$ cat src/rtl/pixel_readout_tx_if.sv
// Pixel SRAM read port and MCU SPI slave pins of pixel_readout_tx.
// master = the readout block, slave = SRAM + MCU side.
interface pixel_readout_tx_if #(
    parameter int RGB_SIZE = 8
);
    logic [15:0]         sram_addr;
    logic                sram_rden;
    logic [RGB_SIZE-1:0] sram_q;
    logic                spi_sclk;
    logic                spi_cs_n;
    logic                spi_miso;
    logic                MCU_RX_RDY;

    modport master (
        output sram_addr, sram_rden, spi_miso, MCU_RX_RDY,
        input  sram_q, spi_sclk, spi_cs_n
    );

    modport slave (
        input  sram_addr, sram_rden, spi_miso, MCU_RX_RDY,
        output sram_q, spi_sclk, spi_cs_n
    );
endinterface

$ cat src/rtl/pixel_readout_tx.sv
// Frame readout: pixel SRAM -> output bytes -> SPI mode-0 slave clocked by the MCU.
// Build option PIXEL_PACK_EN: pack 8 thresholded pixels per byte; undefined sends raw pixels.
module pixel_readout_tx #(
    parameter int IMAGEX      = 64,
    parameter int IMAGEY      = 64,
    parameter int IMAGE_SIZE  = IMAGEX * IMAGEY,
    parameter int RGB_SIZE    = 8,
    parameter int SYNC_STAGES = 2
) (
    input  logic               clk,
    input  logic               rst,
    input  logic               start,
    output logic               busy,
    output logic               done,
    output logic               underrun,
    pixel_readout_tx_if.master bus
);
    typedef enum logic [2:0] {IDLE, FETCH, WAIT, PACK, STAGE, FINISH} state_t;

    state_t      state, state_next;
    logic [15:0] pixel_idx;
    logic [7:0]  pack_byte;
    logic        last_pix;
    logic        byte_done;
    logic        stage_load;
    logic        rden;
    logic        done_c;

    logic [SYNC_STAGES-1:0] sclk_sync, cs_sync;
    logic sclk_prev, cs_prev, sclk_s, cs_s;
    logic sclk_rise, sclk_fall, cs_rise, cs_fall;

    logic [7:0] stage_buf, tx_byte, shift_reg;
    logic       stage_full, in_byte, tx_real;
    logic [3:0] bit_cnt;

    always_ff @(posedge clk or posedge rst) begin
        if (rst) begin
            sclk_sync <= '0;
            cs_sync   <= '1;
            sclk_prev <= 1'b0;
            cs_prev   <= 1'b1;
        end else begin
            sclk_sync <= {sclk_sync[SYNC_STAGES-2:0], bus.spi_sclk};
            cs_sync   <= {cs_sync[SYNC_STAGES-2:0], bus.spi_cs_n};
            sclk_prev <= sclk_s;
            cs_prev   <= cs_s;
        end
    end

    assign sclk_s    = sclk_sync[SYNC_STAGES-1];
    assign cs_s      = cs_sync[SYNC_STAGES-1];
    assign cs_fall   = cs_prev & ~cs_s;
    assign cs_rise   = ~cs_prev & cs_s;
    assign sclk_rise = ~sclk_prev & sclk_s & ~cs_s;
    assign sclk_fall = sclk_prev & ~sclk_s & ~cs_s;

    // A byte slot opens on cs_n fall or on the 8th falling edge; an empty slot shifts zeros.
    // underrun is flagged once the MCU actually clocks such a byte, so the trailing 8th
    // falling edge of a frame's last byte does not count as a started byte.
    always_ff @(posedge clk or posedge rst) begin
        if (rst) begin
            stage_buf  <= '0;
            stage_full <= 1'b0;
            tx_byte    <= '0;
            shift_reg  <= '0;
            tx_real    <= 1'b0;
            in_byte    <= 1'b0;
            bit_cnt    <= '0;
            underrun   <= 1'b0;
        end else begin
            // NOTE: non-blocking throughout so every branch sees the pre-edge register values.
            if (stage_load) begin
                stage_buf  <= pack_byte;
                stage_full <= 1'b1;
            end
            if (cs_fall && in_byte) begin
                shift_reg <= tx_byte;
                bit_cnt   <= '0;
            end else if (cs_fall || (sclk_fall && bit_cnt == 4'd8)) begin
                bit_cnt <= '0;
                in_byte <= 1'b1;
                if (stage_full) begin
                    shift_reg  <= stage_buf;
                    tx_byte    <= stage_buf;
                    tx_real    <= 1'b1;
                    stage_full <= 1'b0;
                end else begin
                    shift_reg <= '0;
                    tx_byte   <= '0;
                    tx_real   <= 1'b0;
                end
            end else if (cs_rise) begin
                bit_cnt <= '0;
                if (!tx_real) in_byte <= 1'b0;
            end else if (sclk_rise && in_byte) begin
                bit_cnt <= bit_cnt + 4'd1;
                if (!tx_real) underrun <= 1'b1;
                if (bit_cnt == 4'd7) in_byte <= 1'b0;
            end else if (sclk_fall && in_byte) begin
                shift_reg <= {shift_reg[6:0], 1'b0};
            end
        end
    end

    assign bus.spi_miso   = ~bus.spi_cs_n & ~cs_s & shift_reg[7];
    assign bus.MCU_RX_RDY = stage_full;

`ifdef PIXEL_PACK_EN
    assign byte_done = (pixel_idx[2:0] == 3'd0);
`else
    assign byte_done = 1'b1;
`endif

    always_ff @(posedge clk or posedge rst) begin
        if (rst) state <= IDLE;
        else     state <= state_next;
    end

    always_comb begin
        // NOTE: defaults first so no path through the case leaves a signal unassigned (no latch).
        state_next = state;
        stage_load = 1'b0;
        rden       = 1'b0;
        done_c     = 1'b0;
        case (state)
            IDLE:   if (start) state_next = FETCH;
            FETCH: begin
                rden       = 1'b1;
                state_next = WAIT;
            end
            WAIT:   state_next = PACK;
            PACK: begin
                if (!byte_done)       state_next = FETCH;
                else if (!stage_full) state_next = STAGE;
            end
            STAGE: begin
                stage_load = 1'b1;
                state_next = last_pix ? FINISH : FETCH;
            end
            FINISH: begin
                if (!stage_full && !(in_byte && tx_real)) begin
                    done_c     = 1'b1;
                    state_next = IDLE;
                end
            end
            default: state_next = IDLE;
        endcase
    end

    always_ff @(posedge clk or posedge rst) begin
        if (rst) begin
            pixel_idx <= '0;
            pack_byte <= '0;
            last_pix  <= 1'b0;
        end else begin
            if (state == IDLE && start) begin
                pixel_idx <= '0;
                last_pix  <= 1'b0;
            end
            if (state == WAIT) begin
`ifdef PIXEL_PACK_EN
                pack_byte <= {pack_byte[6:0], (int'(bus.sram_q) >= 128)};
`else
                pack_byte <= 8'(bus.sram_q);
`endif
                if (pixel_idx == 16'(IMAGE_SIZE - 1)) begin
                    pixel_idx <= '0;
                    last_pix  <= 1'b1;
                end else begin
                    pixel_idx <= pixel_idx + 16'd1;
                end
            end
        end
    end

    assign bus.sram_addr = pixel_idx;
    assign bus.sram_rden = rden;
    assign busy          = (state != IDLE);
    assign done          = done_c;
endmodule

$ cat src/flat_wrapper.sv
// flat-port wrapper written by rule: the top's interface ports become plain ports
module pixel_readout_tx_flat 
#(
    parameter int IMAGEX      = 64,
    parameter int IMAGEY      = 64,
    parameter int IMAGE_SIZE  = IMAGEX * IMAGEY,
    parameter int RGB_SIZE    = 8,
    parameter int SYNC_STAGES = 2
)
  (clk, rst, start, busy, done, underrun, bus_sram_addr, bus_sram_rden, bus_spi_miso, bus_MCU_RX_RDY, bus_sram_q, bus_spi_sclk, bus_spi_cs_n);
  pixel_readout_tx_if #(.RGB_SIZE(RGB_SIZE)) bus_i ();
  input  logic clk;
  input  logic rst;
  input  logic start;
  output logic busy;
  output logic done;
  output logic underrun;
  output wire logic [$bits(bus_i.sram_addr)-1:0] bus_sram_addr;
  output wire logic [$bits(bus_i.sram_rden)-1:0] bus_sram_rden;
  output wire logic [$bits(bus_i.spi_miso)-1:0] bus_spi_miso;
  output wire logic [$bits(bus_i.MCU_RX_RDY)-1:0] bus_MCU_RX_RDY;
  input wire logic [$bits(bus_i.sram_q)-1:0] bus_sram_q;
  input wire logic [$bits(bus_i.spi_sclk)-1:0] bus_spi_sclk;
  input wire logic [$bits(bus_i.spi_cs_n)-1:0] bus_spi_cs_n;
  assign bus_sram_addr = bus_i.sram_addr;
  assign bus_sram_rden = bus_i.sram_rden;
  assign bus_spi_miso = bus_i.spi_miso;
  assign bus_MCU_RX_RDY = bus_i.MCU_RX_RDY;
  assign bus_i.sram_q = bus_sram_q;
  assign bus_i.spi_sclk = bus_spi_sclk;
  assign bus_i.spi_cs_n = bus_spi_cs_n;
  pixel_readout_tx #(.IMAGEX(IMAGEX), .IMAGEY(IMAGEY), .IMAGE_SIZE(IMAGE_SIZE), .RGB_SIZE(RGB_SIZE), .SYNC_STAGES(SYNC_STAGES)) u_core (.clk(clk), .rst(rst), .start(start), .busy(busy), .done(done), .underrun(underrun), .bus(bus_i));
endmodule
$ cat config.mk
export PLATFORM = sky130hd
export DESIGN_NAME = pixel_readout_tx_flat
export DESIGN_NICKNAME = d
export VERILOG_FILES = /design/src/rtl/pixel_readout_tx_if.sv /design/src/rtl/pixel_readout_tx.sv /design/src/flat_wrapper.sv
export SDC_FILE = /design/constraint.sdc
export NUM_CORES = 1
export LEC_CHECK = 0
export BUFFER_PORTS_ARGS = -buffer_cell sky130_fd_sc_hd__buf_2
export CORE_MARGIN = 2
export CORE_UTILIZATION = 63
export DETAILED_ROUTE_END_ITERATION = 10
export GPL_TIMING_DRIVEN = 0
export PLACE_DENSITY = 0.85
export SKIP_CTS_REPAIR_TIMING = 1
export SYNTH_ARGS = -nofsm -noshare
export SYNTH_HDL_FRONTEND = slang
export SYNTH_SLANG_ARGS = --single-unit
$ cat constraint.sdc
create_clock -name clk -period 4.7 [get_ports clk]
set_clock_uncertainty 0.05 [all_clocks]
set_input_delay 0.47 -clock clk [delete_from_list [all_inputs] [get_ports clk]]
set_output_delay 0.47 -clock clk [all_outputs]
set_load 0.01 [all_outputs]
==> metrics.md <==
| Metric | Value |
|---|---|
| Status | finished, final reports clean |
| Hpwl dp | 4792 µm |
| CTS Buf Count | 9 |
| Number of fill cells | 371 |
| Starting density of the core | 0.6657 |
| Peak VDD IR | 0.0002608 V |
| Core area | 4817 µm² |
| Final Setup Violations | 0 |
| Routed wire length | 6801 µm |
| CP endpoint | u_core.shift_reg[0]$_DFFE_PP0P_ |
| GRT Total Usage | 0.2629 |
| Worst r2r path cells | 6 |
| CP peak stage delay | 0.53 ns |
| Drt drc | 0 |
| Die area | 5677 µm² |
| Setup WS pre-CTS | 2.508 ns |
| Worst EP required | 4.87 ns |
| Hold crit path type | in2async |
| Critical path type | reg2reg |
| Sequential share of power | 0.464 |
| Crit path cell chain | buf_2, and4bb_1, a21oi_2, and2_1, buf_2, mux2_2 |
| Post-Syn Area | 3207 µm² |
| Fin. Hold Viols | 0 |
| Via count | 2634 |
| Max cap viols | 0 |
| Logic gate share of total power | 0.301 |
| CP dominant cell by count | buf_2 |
| Vias in the first global route | 2472 |
| Clock latency on the worst-skew pair | 0.34 ns |
| Die Span X | 75.35 µm |
| Flops & latches, synth | 66 |
| Drt pass-1 iters | 5 |
| Area share of the largest cell type after synthesis | 0.4916 |
| Slew Viols, Final | 0 |
| Worst EP arrival | 2.38 ns |
| Setup crit start | u_core.cs_sync[1]$_DFF_PP1_ |
| Power per Cell Area | 485.8 nW/µm² |
| Worst slew pin tran | 0.9447 ns |
| Rel. slew slack | 0.3702 |
| Final #Nets | 381 |
| Delay-heaviest family, CP | flip-flops |
| Initial antenna violation count | 0 |
| CTS tree | yes |
| Internal Power | 0.001143 W |
| Pleak | 1.730 nW |
| Avg Inst Size Synth | 10.05 µm² |
| Sw Share | 0.3557 |
| EDFF count, synth | 0 |
| Crit-path max FO | 9 |
| Total power | 0.001774 W |
| Clock power share | 0.235 |
| Critical Path Start Type | flop |
| Worst r2r dst | u_core.shift_reg[0]$_DFFE_PP0P_ |
| IO buf count | 34 |
| Vias per cell | 6.041 |
| Final setup margin | 2.491 ns |
| Global route overflow | 0 |
| Worst path slowest cell | dfstp_2 |
| Final Util | 0.7579 |
| Ys async rst share | 1.000 |
| Final worst path period need | 2.209 ns |
| Pin count of the biggest net entering global routing | 41 |
| Row count | 25 |
| Die Span Y | 75.35 µm |
| RD Place Congestion | 0.9651 |
| Max Clock Freq | 0.4527 GHz |
| Yosys cell types | 56 |
| Syn_nets | 335 |
| Top Ports | 35 |
| Leading area contributor after synthesis | dfrtp_1 |
| Inserted Diodes | 0 |
| Max reg flops | 16 |
| CP Buf/Inv Count | 2 |
| Crit end category | flop |
| Post-route ant nets | 0 |
| First-pass GRT wire length | 11200 µm |
| H-Tree Depth | 3 |
| Sequential share of the synthesized area | 0.5162 |
| Total clock sinks | 66 |
| Fin crit share | 0.4700 |
| First-iteration detailed-routing DRC count | 99 |
| Worst r2r src | u_core.cs_sync[1]$_DFF_PP1_ |
| Crit. path cell count | 6 |
| Clk root buf | clkbuf_8 |
| Share of post-route cells with drive strength above 1 | 0.2060 |
| Synth warn | 0 |
| Clk slew on worst S/H paths | 0.07 ns |
| Psw | 0.0006308 W |
| Synth Flop Type | dfrtp_1 |
| RSZ-0062 raised after global routing | no |
| Area Overhead vs Synth | 13.85% |
| Longest Clk Path Bufs | 2 |
| Flop2flop setup slack | 2.49 ns |
| WL per Instance | 15.60 µm |
| Fin Setup TNS | 0 ns |
| Ranking of synthesized cells by area | dfrtp_1 (49%), nand2_1 (7.8%), mux2_2 (3.9%) |
| Cells after synthesis | 319 |
==> power by group through the flow <==
stage / combinational (W) / sequential (W) / clock [W]
floorplan: 0.000383 / 0.000815 / 0
global placement: 0.000516 / 0.000823 / 0
detailed placement: 0.000534 / 0.000832 / 0
CTS: 0.000537 / 0.000823 / 0.000426
global route: 0.000605 / 0.000840 / 0.000451
finish: 0.000534 / 0.000823 / 0.000416
==> layout by cell type (no fill, tap or decap), types with 3 or more instances in the layout <==
cell type   n
nand2_1    67
dfrtp_1    63
buf_2      39
o21ai_0    19
inv_1      13
nand3_1    12
clkbuf_1   11
nor2_1     11
mux2_2     11
clkbuf_8   11
a211oi_1   10
a32oi_1     8
nor3_1      6
nor2b_1     5
o22a_1      5
and2_1      4
a21oi_1     4
a32o_1      4
a22o_1      3
nand4_1     3
and3_1      3
a2111oi_0   3
a31oi_1     3
a21o_1      3
ha_1        3
clkinv_2    3
dfstp_2     3
==> cells in the mapped netlist, drive strengths merged (4+ instances only) <==
| cell | n |
|---|---|
| nand2 | 67 |
| dfrtp | 63 |
| o21ai | 19 |
| inv | 14 |
| nand3 | 12 |
| mux2 | 11 |
| nor2 | 11 |
| a211oi | 10 |
| clkbuf | 10 |
| a32oi | 8 |
| nor3 | 7 |
| buf | 6 |
| a21oi | 5 |
| and2 | 5 |
| nor2b | 5 |
| o22a | 5 |
| a2111oi | 4 |
| a32o | 4 |
| nand4 | 4 |
==> area by class of cell <==
cell class / count / area [µm²] / share of cell area
inverters: 14 / 52.55 / 0.01439
repair buffers: 35 / 190.2 / 0.05209
plain buffers: 16 / 66.31 / 0.01816
flip-flops and latches: 66 / 1655 / 0.4534
well taps: 67 / 83.83 / 0.02296
multi-input cells: 223 / 1433 / 0.3924
clock inverters: 3 / 15.01 / 0.004112
clock buffers: 12 / 155.1 / 0.04249
==> cell families after synthesis <==
logic type	after synthesis	share of synthesized area
simple gates	131	0.2103
compound gates	74	0.1752
flops	66	0.5162
buf+inv	30	0.03706
mux	11	0.03863
xor+xnor	4	0.01093
fa+ha+maj	3	0.01171
==> routing by layer <==
metal	routed length [µm]	track usage	vias to the layer above
met5	0	0	-
met1	2807	0.3116	1293
met2	3496	0.4580	80
met3	405	0.08069	13
li1	-	-	1248
met4	91	0.08577	0
==> how the worst min path moves through the flow <==
stage / start / to / slack (ns) / depth (start not counted)
global placement: u_core.sclk_sync[0]$_DFF_PP0_ / u_core.sclk_sync[1]$_DFF_PP0_ / 0.28 / 0
detailed placement: u_core.sclk_sync[0]$_DFF_PP0_ / u_core.sclk_sync[1]$_DFF_PP0_ / 0.29 / 0
CTS: rst / u_core.sclk_sync[0]$_DFF_PP0_ / 0.14 / 2
global route: rst / u_core.sclk_sync[0]$_DFF_PP0_ / 0.17 / 2
floorplan: u_core.sclk_sync[0]$_DFF_PP0_ / u_core.sclk_sync[1]$_DFF_PP0_ / 0.28 / 0
finish: rst / u_core.bit_cnt[3]$_DFFE_PP0P_ / 0.14 / 2
==> metrics by stage <==
step | hold slack [ns] | std cells | area, µm²
2_1_floorplan | 0.2812 | 319 | 3207
3_3_place_gp | 0.2843 | 420 | 3461
3_5_place_dp | 0.2950 | 421 | 3481
4_1_cts | 0.1388 | 436 | 3651
5_1_grt | 0.1685 | 436 | 3651
6_report | 0.1357 | 436 | 3651
==> worst register-to-register path, delay by kind of cell (launching register included) <==
kind	cells	cell delay, ns
DFF	1	0.53
and+or+nand+nor	2	0.48
buffers and inverters	2	0.38
muxes	1	0.35
AOI/OAI and AO/OA	1	0.31
(Power assumes the default switching activity.)
